$ cat config.mk
export PLATFORM = sky130hd
export DESIGN_NAME = bitstream_decoder
export DESIGN_NICKNAME = d
export VERILOG_FILES = /design/src/rtl/bitstream_pkg.sv /design/src/rtl/bitstream_decoder_window_counter.sv /design/src/rtl/bitstream_decoder.sv
export SDC_FILE = /design/constraint.sdc
export NUM_CORES = 1
export LEC_CHECK = 0
export ABC_CLOCK_PERIOD_IN_PS = 2350
export CAP_MARGIN = 0
export CORE_MARGIN = 3
export CORE_UTILIZATION = 40
export CTS_BUF_LIST = sky130_fd_sc_hd__clkbuf_4 sky130_fd_sc_hd__clkbuf_8
export DETAILED_ROUTE_END_ITERATION = 10
export PLACE_DENSITY = 0.68
export SYNTH_ARGS = -nofsm -noshare
export SYNTH_HDL_FRONTEND = slang
export SYNTH_HIERARCHICAL = 1
export SYNTH_SLANG_ARGS = --single-unit
$ cat constraint.sdc
create_clock -name clk -period 2.35 [get_ports clk]
set_input_delay 0.5875 -clock clk [delete_from_list [all_inputs] [get_ports clk]]
set_output_delay 0.5875 -clock clk [all_outputs]
set_load 0.05 [all_outputs]
$ cat src/rtl/bitstream_pkg.sv
// Shared types and sizing constants for the stochastic bitstream decoder and generator.
`timescale 1ns/1ps
package bitstream_pkg;

    typedef enum logic [1:0] {
        IDLE  = 2'd0,
        COUNT = 2'd1,
        DONE  = 2'd2
    } decoder_state_t;

    localparam int unsigned DEFAULT_WINDOW_LOG2 = 8;

endpackage

$ cat src/rtl/bitstream_decoder_window_counter.sv
// Sample and ones counters for one decoding window; flags the final sample of the window.
`timescale 1ns/1ps
module window_counter
    import bitstream_pkg::*;
#(
    parameter int unsigned WINDOW_LOG2 = DEFAULT_WINDOW_LOG2
) (
    input  logic                 clk,
    input  logic                 rst,
    input  logic                 clear_i,
    input  logic                 en_i,
    input  logic                 bit_i,
    output logic                 last_sample_o,
    output logic [WINDOW_LOG2:0] next_ones_o
);

    logic [WINDOW_LOG2-1:0] sample_q;
    logic [WINDOW_LOG2:0]   ones_q;

    assign next_ones_o   = ones_q + {{WINDOW_LOG2{1'b0}}, bit_i};
    assign last_sample_o = en_i && (sample_q == '1);

    // NOTE: state registers use non-blocking assignments so every flop samples pre-edge values.
    always_ff @(posedge clk) begin
        if (rst || clear_i) begin
            sample_q <= '0;
            ones_q   <= '0;
        end else if (en_i) begin
            sample_q <= sample_q + 1'b1;
            ones_q   <= next_ones_o;
        end
    end

endmodule

$ cat src/rtl/bitstream_decoder.sv
// Stochastic-to-binary decoder: counts ones over 2^WINDOW_LOG2 valid samples, result via valid/ready.
// Define BITSTREAM_DECODER_BIPOLAR_EN for a signed 2*ones-N result instead of the unipolar count.
`timescale 1ns/1ps
module bitstream_decoder
    import bitstream_pkg::*;
#(
    parameter int unsigned WINDOW_LOG2 = DEFAULT_WINDOW_LOG2,
    parameter int unsigned OUT_WIDTH   = WINDOW_LOG2 + 2
) (
    input  logic                 clk,
    input  logic                 rst,
    input  logic                 start,
    input  logic                 bit_in,
    input  logic                 bit_valid,
    output logic                 busy,
    output logic [OUT_WIDTH-1:0] value_out,
    output logic                 out_valid,
    input  logic                 out_ready
);

    decoder_state_t         state_q;
    logic                   busy_q;
    logic                   out_valid_q;
    logic [OUT_WIDTH-1:0]   value_q;
    logic [OUT_WIDTH-1:0]   result_d;
    logic                   clear_d;
    logic                   count_en_d;
    logic                   last_sample;
    logic [WINDOW_LOG2:0]   next_ones;

    // A new window clears the counters on the start cycle, so a bit offered then is never counted.
    assign clear_d    = start && ((state_q == IDLE) || ((state_q == DONE) && out_ready));
    assign count_en_d = (state_q == COUNT) && bit_valid;

    window_counter #(
        .WINDOW_LOG2 (WINDOW_LOG2)
    ) u_window_counter (
        .clk           (clk),
        .rst           (rst),
        .clear_i       (clear_d),
        .en_i          (count_en_d),
        .bit_i         (bit_in),
        .last_sample_o (last_sample),
        .next_ones_o   (next_ones)
    );

`ifdef BITSTREAM_DECODER_BIPOLAR_EN
    localparam logic [OUT_WIDTH-1:0] N_EXT = OUT_WIDTH'(1) << WINDOW_LOG2;
    assign result_d = (OUT_WIDTH'(next_ones) << 1) - N_EXT;
`else
    assign result_d = OUT_WIDTH'(next_ones);
`endif

    always_ff @(posedge clk) begin
        if (rst) begin
            state_q     <= IDLE;
            busy_q      <= 1'b0;
            out_valid_q <= 1'b0;
            value_q     <= '0;
        end else begin
            case (state_q)
                IDLE: begin
                    if (start) begin
                        state_q <= COUNT;
                        busy_q  <= 1'b1;
                    end
                end
                COUNT: begin
                    if (last_sample) begin
                        state_q     <= DONE;
                        busy_q      <= 1'b0;
                        out_valid_q <= 1'b1;
                        value_q     <= result_d;
                    end
                end
                DONE: begin
                    if (out_ready) begin
                        out_valid_q <= 1'b0;
                        if (start) begin
                            state_q <= COUNT;
                            busy_q  <= 1'b1;
                        end else begin
                            state_q <= IDLE;
                        end
                    end
                end
                default: begin
                    state_q     <= IDLE;
                    busy_q      <= 1'b0;
                    out_valid_q <= 1'b0;
                end
            endcase
        end
    end

    assign busy      = busy_q;
    assign out_valid = out_valid_q;
    assign value_out = value_q;

endmodule
==> load_flow_metrics.sql <==
INSERT INTO impl_metrics (metric_group, metric, value, unit) VALUES
('outcome', 'outcome', 'complete, no violations', ''),
('synth', 'synth_ff_type', 'sky130_fd_sc_hd__dfxtp_1', ''),
('worst_setup_path', 'r2r_cells', '8', ''),
('synth', 'netlist_instances', '163', ''),
('clock_tree', 'tritoncts', 'built', ''),
('worst_setup_path', 'path_delay_family', 'buffers and inverters', ''),
('timing', 'finalClockSkew', '0.00676', 'ns'),
('timing', 'tmin_final', '2.09', 'ns'),
('finish', 'n_antenna_cell', '0', ''),
('floorplan', 'rows', '20', ''),
('detailed_routing', 'ant_nets', '0', ''),
('finish', 'leading_cell_type_in_the_layout_fill_and_taps_excluded', 'sky130_fd_sc_hd__dfxtp_1', ''),
('worst_setup_path', 'startpoint_type', 'register', ''),
('placed_design', 'numPlacedInstances', '219', ''),
('timing', 'slew_violations', '0', ''),
('worst_setup_path', 'worst_r2r_startpoint', 'state_q[0]', ''),
('worst_setup_path', 'critPathArrivalTime', '1.50', 'ns'),
('placed_design', 'buffer_ports.inserted', '16', ''),
('worst_setup_path', 'crit_type', 'register to output port', ''),
('grt', 'grt.total_usage', '14.5', '%'),
('hold_path', 'holdCritPathClass', 'register to register', ''),
('hold_path', 'holdCritStartpoint', 'value_out[6]', ''),
('detailed_routing', 'drt_pass1_iterations', '4', ''),
('floorplan', 'design.die.area', '4240', 'µm²'),
('clock_tree', 'clock_tree.htree_level_count', '2', ''),
('floorplan', 'die_x', '65.1', 'µm'),
('clock_tree', 'number_of_cts_inserted_buffers', '5', ''),
('job', 'cap_violations', '0', ''),
('worst_setup_path', 'worstSetupEndpointType', 'output port', ''),
('worst_setup_path', 'timing.critical_path.fanout_max', '3', ''),
('grt', 'grt_first_pass_wirelength', '4.71', 'mm'),
('power_and_ir_drop', 'irDropWorstVdd', '0.332', 'mV'),
('power_and_ir_drop', 'p_leak', '0.605', 'nW'),
('worst_setup_path', 'crit_cells', '1', ''),
('synth', 'synth.avg_cell_area', '8.57', 'µm²'),
('clock_tree', 'post_cts_resized', '0', ''),
('grt', 'grt_pass1_vias', '1084', ''),
('detailed_routing', 'num_vias', '1145', ''),
('synth', 'synth_enable_flop_cells', '0', ''),
('synth', 'synth_fp_nets', '172', ''),
('clock_tree', 'path_clk_slew', '0.09', 'ns'),
('worst_setup_path', 'cp_required', '1.76', 'ns'),
('worst_setup_path', 'crit_end', 'busy', ''),
('timing', 'rsz0062_at_grt', 'false', ''),
('worst_setup_path', 'crit-reg2reg-capture', 'value_out[8]', ''),
('worst_setup_path', 'cpPeakStageDelay', '0.82', 'ns'),
('detailed_routing', 'drt-vias-per-instance', '5.07', ''),
('synth', 'synth_area', '1400', 'µm²'),
('clock_tree', 'cts_max_path_buffers', '2', ''),
('floorplan', 'core_region_area', '3200', 'µm²'),
('synth', 'ys_warn_count', '6', ''),
('worst_setup_path', 'timing.reg2reg.setup_slack', '0.43', 'ns'),
('detailed_routing', 'average_wire_per_standard_cell', '12.0', 'µm'),
('clock_tree', 'cts_setup_buffers', '0', ''),
('worst_setup_path', 'slowest_stage', 'sky130_fd_sc_hd__clkdlybuf4s50_1', ''),
('worst_setup_path', 'cp_num_buf_inv', '1', ''),
('timing', 'tightestPinTransition', '0.503', 'ns'),
('clock_tree', 'numClockSinks', '30', ''),
('detailed_routing', 'drcViolationCount', '0', ''),
('finish', 'drive_above_1_share', '10.4', '%'),
('finish', 'layoutNonFillerInstCount', '226', ''),
('worst_setup_path', 'cp-startpoint', 'busy', ''),
('grt', 'grt_start_max_net_pins', '18', ''),
('placed_design', 'place.gp.congestion', '0.784', ''),
('clock_tree', 'cts_hold_buffers', '0', ''),
('synth', 'ys_seq_elements', '30', ''),
('timing', 'finalSetupViolCount', '0', ''),
('clock_tree', 'clk_root_buffer_cell', 'sky130_fd_sc_hd__clkbuf_4', ''),
('timing', 'slew_headroom', '66.3', '%'),
('floorplan', 'die-height', '65.1', 'µm'),
('floorplan', 'pin_count', '18', '');
==> power breakdown <==
part | internal [mW] | leakage [nW] | switching (mW) | total, mW
Sequential | 0.512 | 0.242 | 0.00473 | 0.517
Clock | 0.136 | 0.0322 | 0.162 | 0.297
Combinational | 0.0225 | 0.330 | 0.0323 | 0.0548
Total | 0.670 | 0.605 | 0.199 | 0.869
==> how the worst min path moves through the flow <==
| stage | endpoint | slack, ns | depth (start not counted) |
|---|---|---|---|
| detailed placement | value_out[6] | 0.45 | 2 |
| global placement | value_out[4] | 0.44 | 2 |
| CTS | value_out[6] | 0.46 | 2 |
| global route | value_out[3] | 0.48 | 2 |
| finish | value_out[6] | 0.45 | 2 |
| floorplan | u_window_counter/sample_q[7] | 0.46 | 2 |
==> kinds of logic (layout without fill, tap and decap cells) <==
| logic type | after synthesis | in the layout | share of synthesized area (%) |
|---|---|---|---|
| adder cells (fa/ha/maj) | 3 | 3 | 2.69 |
| AND/OR/NAND/NOR | 72 | 72 | 27.3 |
| flip-flops | 30 | 30 | 43.0 |
| other | 1 | 1 | 0.268 |
| XOR/XNOR | 14 | 14 | 8.77 |
| multiplexers | 3 | 3 | 2.15 |
| buffers and inverters | 11 | 30 | 5.19 |
| AO/OA/AOI/OAI | 29 | 29 | 10.7 |
==> cells in the mapped netlist, types with 2 or more instances <==
master	count	area [µm²]
sky130_fd_sc_hd__a21oi_1	17	85.1
sky130_fd_sc_hd__buf_4	4	30.0
sky130_fd_sc_hd__buf_6	2	22.5
sky130_fd_sc_hd__clkbuf_1	2	7.51
sky130_fd_sc_hd__dfxtp_1	30	601
sky130_fd_sc_hd__ha_1	3	37.5
sky130_fd_sc_hd__inv_1	2	7.51
sky130_fd_sc_hd__mux2i_1	3	30.0
sky130_fd_sc_hd__nand2_1	23	86.3
sky130_fd_sc_hd__nand3_1	5	25.0
sky130_fd_sc_hd__nand4_1	6	37.5
sky130_fd_sc_hd__nor2_1	17	63.8
sky130_fd_sc_hd__nor3_1	2	10.0
sky130_fd_sc_hd__nor3b_1	2	15.0
sky130_fd_sc_hd__o21ai_0	10	50.1
sky130_fd_sc_hd__or3_1	7	43.8
sky130_fd_sc_hd__xnor2_1	4	35.0
sky130_fd_sc_hd__xor2_1	10	87.6
==> per-stage QoR <==
stage                     hold slack, ns  setup WS (ns)  area (µm²)  utilization, %  TNS (ns)
after floorplan                    0.458          0.213        1400               -         0
after global placement             0.444         0.0364        1590            49.6         0
after detailed placement           0.447        -0.0392        1590            49.6   -0.0850
after CTS                          0.460          0.244        1640            51.3         0
after global routing               0.484         0.0811        1640            51.3         0
final                              0.454          0.261        1640            51.3         0
==> routing by layer <==
| layer | routed length (µm) | global-route usage (%) |
|---|---|---|
| met1 | 1230 | 17.3 |
| met2 | 1350 | 23.9 |
| met3 | 90 | 4.62 |
| met4 | 51 | 6.22 |
| met5 | 0 | 0 |
==> registers in the layout (all words and copies together) (netlist names) <==
| signal | cells |
|---|---|
| value_out | 9 |
| busy | 1 |
| out_valid | 1 |
| state_q | 2 |
| u_window_counter/ones_q | 9 |
| u_window_counter/sample_q | 8 |
==> final cells by class <==
| cell class | count | area, µm² | share of cell area [%] |
|---|---|---|---|
| inverters | 2 | 7.51 | 0.457 |
| multi-input cells | 122 | 729 | 44.4 |
| flip-flops and latches | 30 | 601 | 36.6 |
| clock buffers | 7 | 52.6 | 3.20 |
| repair buffers | 21 | 198 | 12.0 |
| well taps | 44 | 55.1 | 3.35 |
Note: power is estimated with default switching activity, not from simulation.
